$ cat config.mk
export PLATFORM = sky130hd
export DESIGN_NAME = gate_vector_sequencer
export DESIGN_NICKNAME = d
export VERILOG_FILES = /design/src/rtl/gate_vector_sequencer_pkg.sv /design/src/rtl/gate_vector_sequencer_mem.sv /design/src/rtl/gate_vector_sequencer.sv
export SDC_FILE = /design/constraint.sdc
export NUM_CORES = 1
export LEC_CHECK = 0
export CAP_MARGIN = 25
export CORE_MARGIN = 5
export CORE_UTILIZATION = 35
export DETAILED_ROUTE_END_ITERATION = 6
export GPL_TIMING_DRIVEN = 0
export PLACE_DENSITY_LB_ADDON = 0.3
export SLEW_MARGIN = 10
export SYNTH_ARGS = -nofsm -noshare
export SYNTH_HDL_FRONTEND = slang
export SYNTH_SLANG_ARGS = --single-unit
$ cat constraint.sdc
create_clock -name clock -period 2.65 [get_ports clock]
set_clock_uncertainty 0.2 [all_clocks]
set_input_delay 0.53 -clock clock [delete_from_list [all_inputs] [get_ports clock]]
set_output_delay 0.53 -clock clock [all_outputs]
set_load 0.03 [all_outputs]
$ cat src/rtl/gate_vector_sequencer_pkg.sv
// Shared definitions for the gate vector sequencer: FSM state encodings and
// the bit layout of one stored vector {A, B, expected F}.
package gate_vector_sequencer_pkg;

    typedef enum logic [2:0] {
        ST_IDLE   = 3'd0,
        ST_APPLY  = 3'd1,
        ST_SETTLE = 3'd2,
        ST_CHECK  = 3'd3,
        ST_DONE   = 3'd4
    } state_t;

    localparam int VEC_W = 3;
    localparam int VEC_A = 2;
    localparam int VEC_B = 1;
    localparam int VEC_F = 0;

endpackage

$ cat src/rtl/gate_vector_sequencer_mem.sv
// gate_vec_mem: DEPTH x 3 vector store with one synchronous write port and
// one asynchronous read port. Contents are deliberately not reset.
module gate_vec_mem
    import gate_vector_sequencer_pkg::*;
#(
    parameter int DEPTH  = 16,
    parameter int ADDR_W = 4
) (
    input  logic              clock,
    input  logic              we,
    input  logic [ADDR_W-1:0] waddr,
    input  logic [VEC_W-1:0]  wdata,
    input  logic [ADDR_W-1:0] raddr,
    output logic [VEC_W-1:0]  rdata
);

    logic [VEC_W-1:0] mem [DEPTH];

    // Addresses beyond DEPTH (possible when DEPTH < 2**ADDR_W) are dropped on write
    // and read back as zero.
    always_ff @(posedge clock) begin
        if (we && (int'(waddr) < DEPTH)) begin
            mem[waddr] <= wdata;
        end
    end

    always_comb begin
        rdata = '0;
        if (int'(raddr) < DEPTH) begin
            rdata = mem[raddr];
        end
    end

endmodule

$ cat src/rtl/gate_vector_sequencer.sv
// Applies stored {A,B,F} vectors to a 2-input gate, samples its output after a settle
// window and counts mismatches. Optional macro GATE_SEQ_STOP_ON_ERR_EN ends a run at the first mismatch.
module gate_vector_sequencer
    import gate_vector_sequencer_pkg::*;
#(
    parameter int DEPTH      = 16,
    parameter int ADDR_W     = 4,
    parameter int SETTLE_CYC = 1,
    parameter int ERR_W      = 8
) (
    input  logic              clock,
    input  logic              reset,
    input  logic              start,
    input  logic [ADDR_W:0]   num_vec,
    input  logic              load_we,
    input  logic [ADDR_W-1:0] load_addr,
    input  logic [VEC_W-1:0]  load_data,
    output logic              dut_a,
    output logic              dut_b,
    input  logic              dut_f,
    output logic              busy,
    output logic              done,
    output logic              pass,
    output logic [ERR_W-1:0]  err_count,
    output logic [ADDR_W:0]   vec_idx,
    output logic [ADDR_W-1:0] fail_idx
);

    localparam int IDX_W = ADDR_W + 1;
    localparam int CNT_W = (SETTLE_CYC > 1) ? $clog2(SETTLE_CYC) : 1;
    localparam logic [IDX_W-1:0] DEPTH_V = IDX_W'(DEPTH);

    function automatic logic [ERR_W-1:0] sat_inc(input logic [ERR_W-1:0] v);
        return (&v) ? v : v + ERR_W'(1);
    endfunction

    function automatic logic [IDX_W-1:0] clamp_depth(input logic [IDX_W-1:0] n);
        return (n > DEPTH_V) ? DEPTH_V : n;
    endfunction

    state_t             state, state_nxt;
    logic [IDX_W-1:0]   num_vec_q;
    logic [IDX_W-1:0]   num_vec_clamped;
    logic [CNT_W-1:0]   settle_cnt;
    logic [VEC_W-1:0]   rd_data;
    logic               start_ok;
    logic               mismatch;
    logic               last_vec;

    gate_vec_mem #(
        .DEPTH  (DEPTH),
        .ADDR_W (ADDR_W)
    ) u_mem (
        .clock (clock),
        .we    (load_we && !busy),
        .waddr (load_addr),
        .wdata (load_data),
        .raddr (vec_idx[ADDR_W-1:0]),
        .rdata (rd_data)
    );

    assign num_vec_clamped = clamp_depth(num_vec);
    assign start_ok = start && ((state == ST_IDLE) || (state == ST_DONE));
    assign mismatch = (state == ST_CHECK) && (dut_f != rd_data[VEC_F]);
    assign last_vec = (vec_idx + IDX_W'(1)) >= num_vec_q;

    assign busy = (state == ST_APPLY) || (state == ST_SETTLE) || (state == ST_CHECK);
    assign done = (state == ST_DONE);
    assign pass = done && (err_count == '0);

    always_ff @(posedge clock) begin
        if (reset) begin
            state <= ST_IDLE;
        end else begin
            state <= state_nxt;
        end
    end

    always_comb begin
        state_nxt = state;
        case (state)
            ST_IDLE, ST_DONE: begin
                if (start) begin
                    state_nxt = (num_vec_clamped == '0) ? ST_DONE : ST_APPLY;
                end
            end
            ST_APPLY:  state_nxt = ST_SETTLE;
            ST_SETTLE: begin
                if (settle_cnt == '0) begin
                    state_nxt = ST_CHECK;
                end
            end
            ST_CHECK: begin
`ifdef GATE_SEQ_STOP_ON_ERR_EN
                state_nxt = (mismatch || last_vec) ? ST_DONE : ST_APPLY;
`else
                state_nxt = last_vec ? ST_DONE : ST_APPLY;
`endif
            end
            default:   state_nxt = ST_IDLE;
        endcase
    end

    // Run registers: gate drive, settle window, entry index and error bookkeeping.
    always_ff @(posedge clock) begin
        if (reset) begin
            dut_a      <= 1'b0;
            dut_b      <= 1'b0;
            err_count  <= '0;
            vec_idx    <= '0;
            fail_idx   <= '0;
            num_vec_q  <= '0;
            settle_cnt <= '0;
        end else begin
            if (start_ok) begin
                vec_idx   <= '0;
                err_count <= '0;
                fail_idx  <= '0;
                num_vec_q <= num_vec_clamped;
            end
            case (state)
                ST_APPLY: begin
                    dut_a      <= rd_data[VEC_A];
                    dut_b      <= rd_data[VEC_B];
                    settle_cnt <= CNT_W'(SETTLE_CYC - 1);
                end
                ST_SETTLE: begin
                    if (settle_cnt != '0) begin
                        settle_cnt <= settle_cnt - CNT_W'(1);
                    end
                end
                ST_CHECK: begin
                    if (mismatch) begin
                        err_count <= sat_inc(err_count);
                        if (err_count == '0) begin
                            fail_idx <= vec_idx[ADDR_W-1:0];
                        end
                    end
                    if (state_nxt == ST_APPLY) begin
                        vec_idx <= vec_idx + IDX_W'(1);
                    end
                end
                default: ;
            endcase
        end
    end

endmodule
==> summary.md <==
| Metric | Value |
|---|---|
| Slew HR | 64.73% |
| DPL Wire Length | 4998 microns |
| Crit path kind | reg -> reg |
| Worst setup margin | 0.01737 ns |
| Largest net degree at the start of global routing | 17 |
| Share of cells above drive strength 1 | 16.72% |
| Synth Net Count | 295 |
| Most frequent cells in the layout | 48 x edfxtp_1, 35 x clkdlybuf4s50_1, 28 x nor2_1 |
| Status | completed |
| HP Class | reg -> reg |
| Sinks on the clock net | 75 |
| # setup viols final | 0 |
| Crit Path Max Fanout | 10 |
| Power density over cell area | 588.9 mW/mm^2 |
| Switching Share | 23.77% |
| Drt total wl | 6937 microns |
| Row cnt | 35 |
| Skew-Pair Late Insertion Delay | 0.34 ns |
| Clock network power share | 36.8% |
| Clk slew on worst S/H paths | 0.08 ns |
| Fraction of registers with async set/reset | 0% |
| Final nets | 345 |
| Count of final hold-check violations | 0 |
| CP Capture Type | flop |
| Synth area leaders | edfxtp_1 43%, dfxtp_1 16%, mux4_2 6.7% |
| Gpl congestion | 0.8005 |
| Leakage | 1.391 nW |
| Most common cell after layout, fill and taps aside | edfxtp_1 |
| Synth warn | 0 |
| Data arrival time of the worst path | 2.67 ns |
| Syn_area_per_cell | 12.44 sq um |
| Tot Pwr | 2.486 mW |
| NetSw | 590.9 uW |
| Final core utilization | 45.47% |
| Area Overhead vs Synth | 25.66% |
| Drc violations | 0 |
| Gr usage total | 12.70% |
| Setup TNS | 0 ns |
| Starting Density | 36.19% |
| Seq/Total Area, Yosys | 58.99% |
| Reg2reg path depth | 9 |
| Required @ worst endpoint | 2.69 ns |
| Die Area | 0.01166 sq mm |
| Mapped cell area | 0.003359 sq mm |
| Min cycle time layout | 2.633 ns |
| CTS tree | done |
| #FFs+latches synth | 75 |
| Logic pwr share | 11.5% |
| Core area | 0.009284 sq mm |
| I/O pin count | 39 |
| Die width | 108.0 microns |
| Pre-CTS setup slack | -0.3780 ns |
| Number of distinct library cells after synthesis | 40 |
| Post-synth EDFFs | 48 |
| Post-Layout Cell Count | 452 |
| Ant. Diodes | 0 |
| DIE HEIGHT | 108.0 microns |
| Slew of the pin with the lowest slew margin | 0.5274 ns |
| Vias in the first global route | 2270 |
| Max-slew violations | 0 |
| Max Freq | 379.8 MHz |
| Peak supply drop | 344.8 uV |
| Prevailing post-synth register cell | edfxtp_1 |
| Via count | 2245 |
| Port Buffers | 38 |
| Grt ovf | 0 |
| Routed Antenna Nets | 0 |
| TritonCTS buffer count | 9 |
| Worst Hold Depth | 2 |
| CTS max path bufs | 2 |
| First-pass GRT wire length | 11300 microns |
| CP Launch Type | flop |
| Initial antenna violation count | 0 |
| Post-Synthesis Cells | 270 |
| Final Cycle Share | 99.34% |
| Clk root buf | clkbuf_8 |
| H-tree levels | 3 |
| DRT Pass-1 Iters | 4 |
| Post-synth top area share | 42.91% |
| Vias per cell | 4.967 |
| RSZ-0062 raised after global routing | yes |
| P_int | 1.895 mW |
| Mean routed wirelength per cell | 15.35 microns |
| Yosys top cell by area | edfxtp_1 |
| Fillcell total | 879 |
| Dpl cells | 437 |
| Flop pwr share | 51.7% |
| Max-cap violation count | 0 |
| Drt initial violations | 90 |
[power groups by stage]
stage	combinational, mW	clock (mW)	sequential [mW]
4_1_cts	0.283	0.940	1.28
2_1_floorplan	0.163	0	1.31
3_5_place_dp	0.280	0	1.31
6_report	0.286	0.915	1.28
5_1_grt	0.320	0.984	1.29
3_3_place_gp	0.275	0	1.31
[kinds of logic after synthesis]
logic type,after synthesis,synth area share (%)
buf+inv,20,2.681
flops,75,58.99
compound gates,34,5.810
fa+ha+maj,8,2.980
xor+xnor,7,1.825
simple gates,107,15.87
mux,19,11.84
[state kept, by name (all words and copies together) (netlist names)]
register and flops:
err_count 8, num_vec_q 5, u_mem.mem 48, dut_b 1, state 3, vec_idx 5
dut_a 1, fail_idx 4
[routing by layer]
| metal | vias to the layer above | share of wire [%] | global-route usage, % |
|---|---|---|---|
| li1 | 1097 | - | - |
| met5 | - | 0 | 0 |
| met4 | 0 | 0.74 | 3.156 |
| met3 | 7 | 8.3 | 4.716 |
| met2 | 63 | 48 | 21.09 |
| met1 | 1078 | 43 | 15.71 |
[final cells by class]
class                      instances  area (sq um)  share of cell area, %
buffer                            10         72.57                  1.719
clock buffer                       9         123.9                  2.934
clock inverter                     5         80.08                  1.897
inverter                           8         30.03                 0.7113
multi-input combinational        175          1361                  32.25
sequential                        75          1987                  47.07
tap                              129         161.4                  3.823
timing repair buffer              41         405.4                  9.603
[worst paths after layout]
| check | start | endpoint | slack (ns) |
|---|---|---|---|
| min | num_vec_q[4]$_SDFFE_PP0P_ | num_vec_q[4]$_SDFFE_PP0P_ | 0.27 |
| max | vec_idx[0]$_SDFF_PP0_ | err_count[5]$_SDFFE_PP0P_ | 0.02 |
| min reg2reg | num_vec_q[4]$_SDFFE_PP0P_ | num_vec_q[4]$_SDFFE_PP0P_ | 0.27 |
| max reg2reg | vec_idx[0]$_SDFF_PP0_ | err_count[5]$_SDFFE_PP0P_ | 0.02 |
[synthesized netlist by cell type (all sizes together) (2+ instances only)]
cell type  instances
nand2             21
a21o               2
xor2               2
nor2b              2
o211ai             4
nor4               2
nand2b             6
dfxtp             27
ha                 8
mux2i              3
edfxtp            48
and3               3
nor3              10
a21oi             18
inv                8
clkbuf             9
mux4              15
nand3             13
o21ai              6
nand3b             4
xnor2              5
buf                3
nor2              33
nor3b              5
or3                4
[worst max-delay path, stage by stage (launching register included)]
cell and delay (ns):
dfxtp_4 0.36, buf_8 0.13, mux4_2 0.51, mux4_2 0.51, xor2_2 0.21, nand2b_4 0.10, buf_12 0.16, nor3_4 0.17
xnor2_1 0.13, nor2_1 0.05
[per-stage QoR]
step / hold WS (ns) / instance area (sq um)
floorplan: 0.2363 / 3382
global placement: 0.2466 / 3924
detailed placement: 0.2523 / 3924
CTS: 0.2687 / 4183
global route: 0.3165 / 4222
finish: 0.2707 / 4222
[timing repair]
item	CTS	global route
pin swaps	2	4
buffers inserted	3	0
gates resized for setup	19	13
cloned	0	0
endpoints found under the setup margin	19	33
hold buffers	0	0
(Power assumes the default switching activity.)
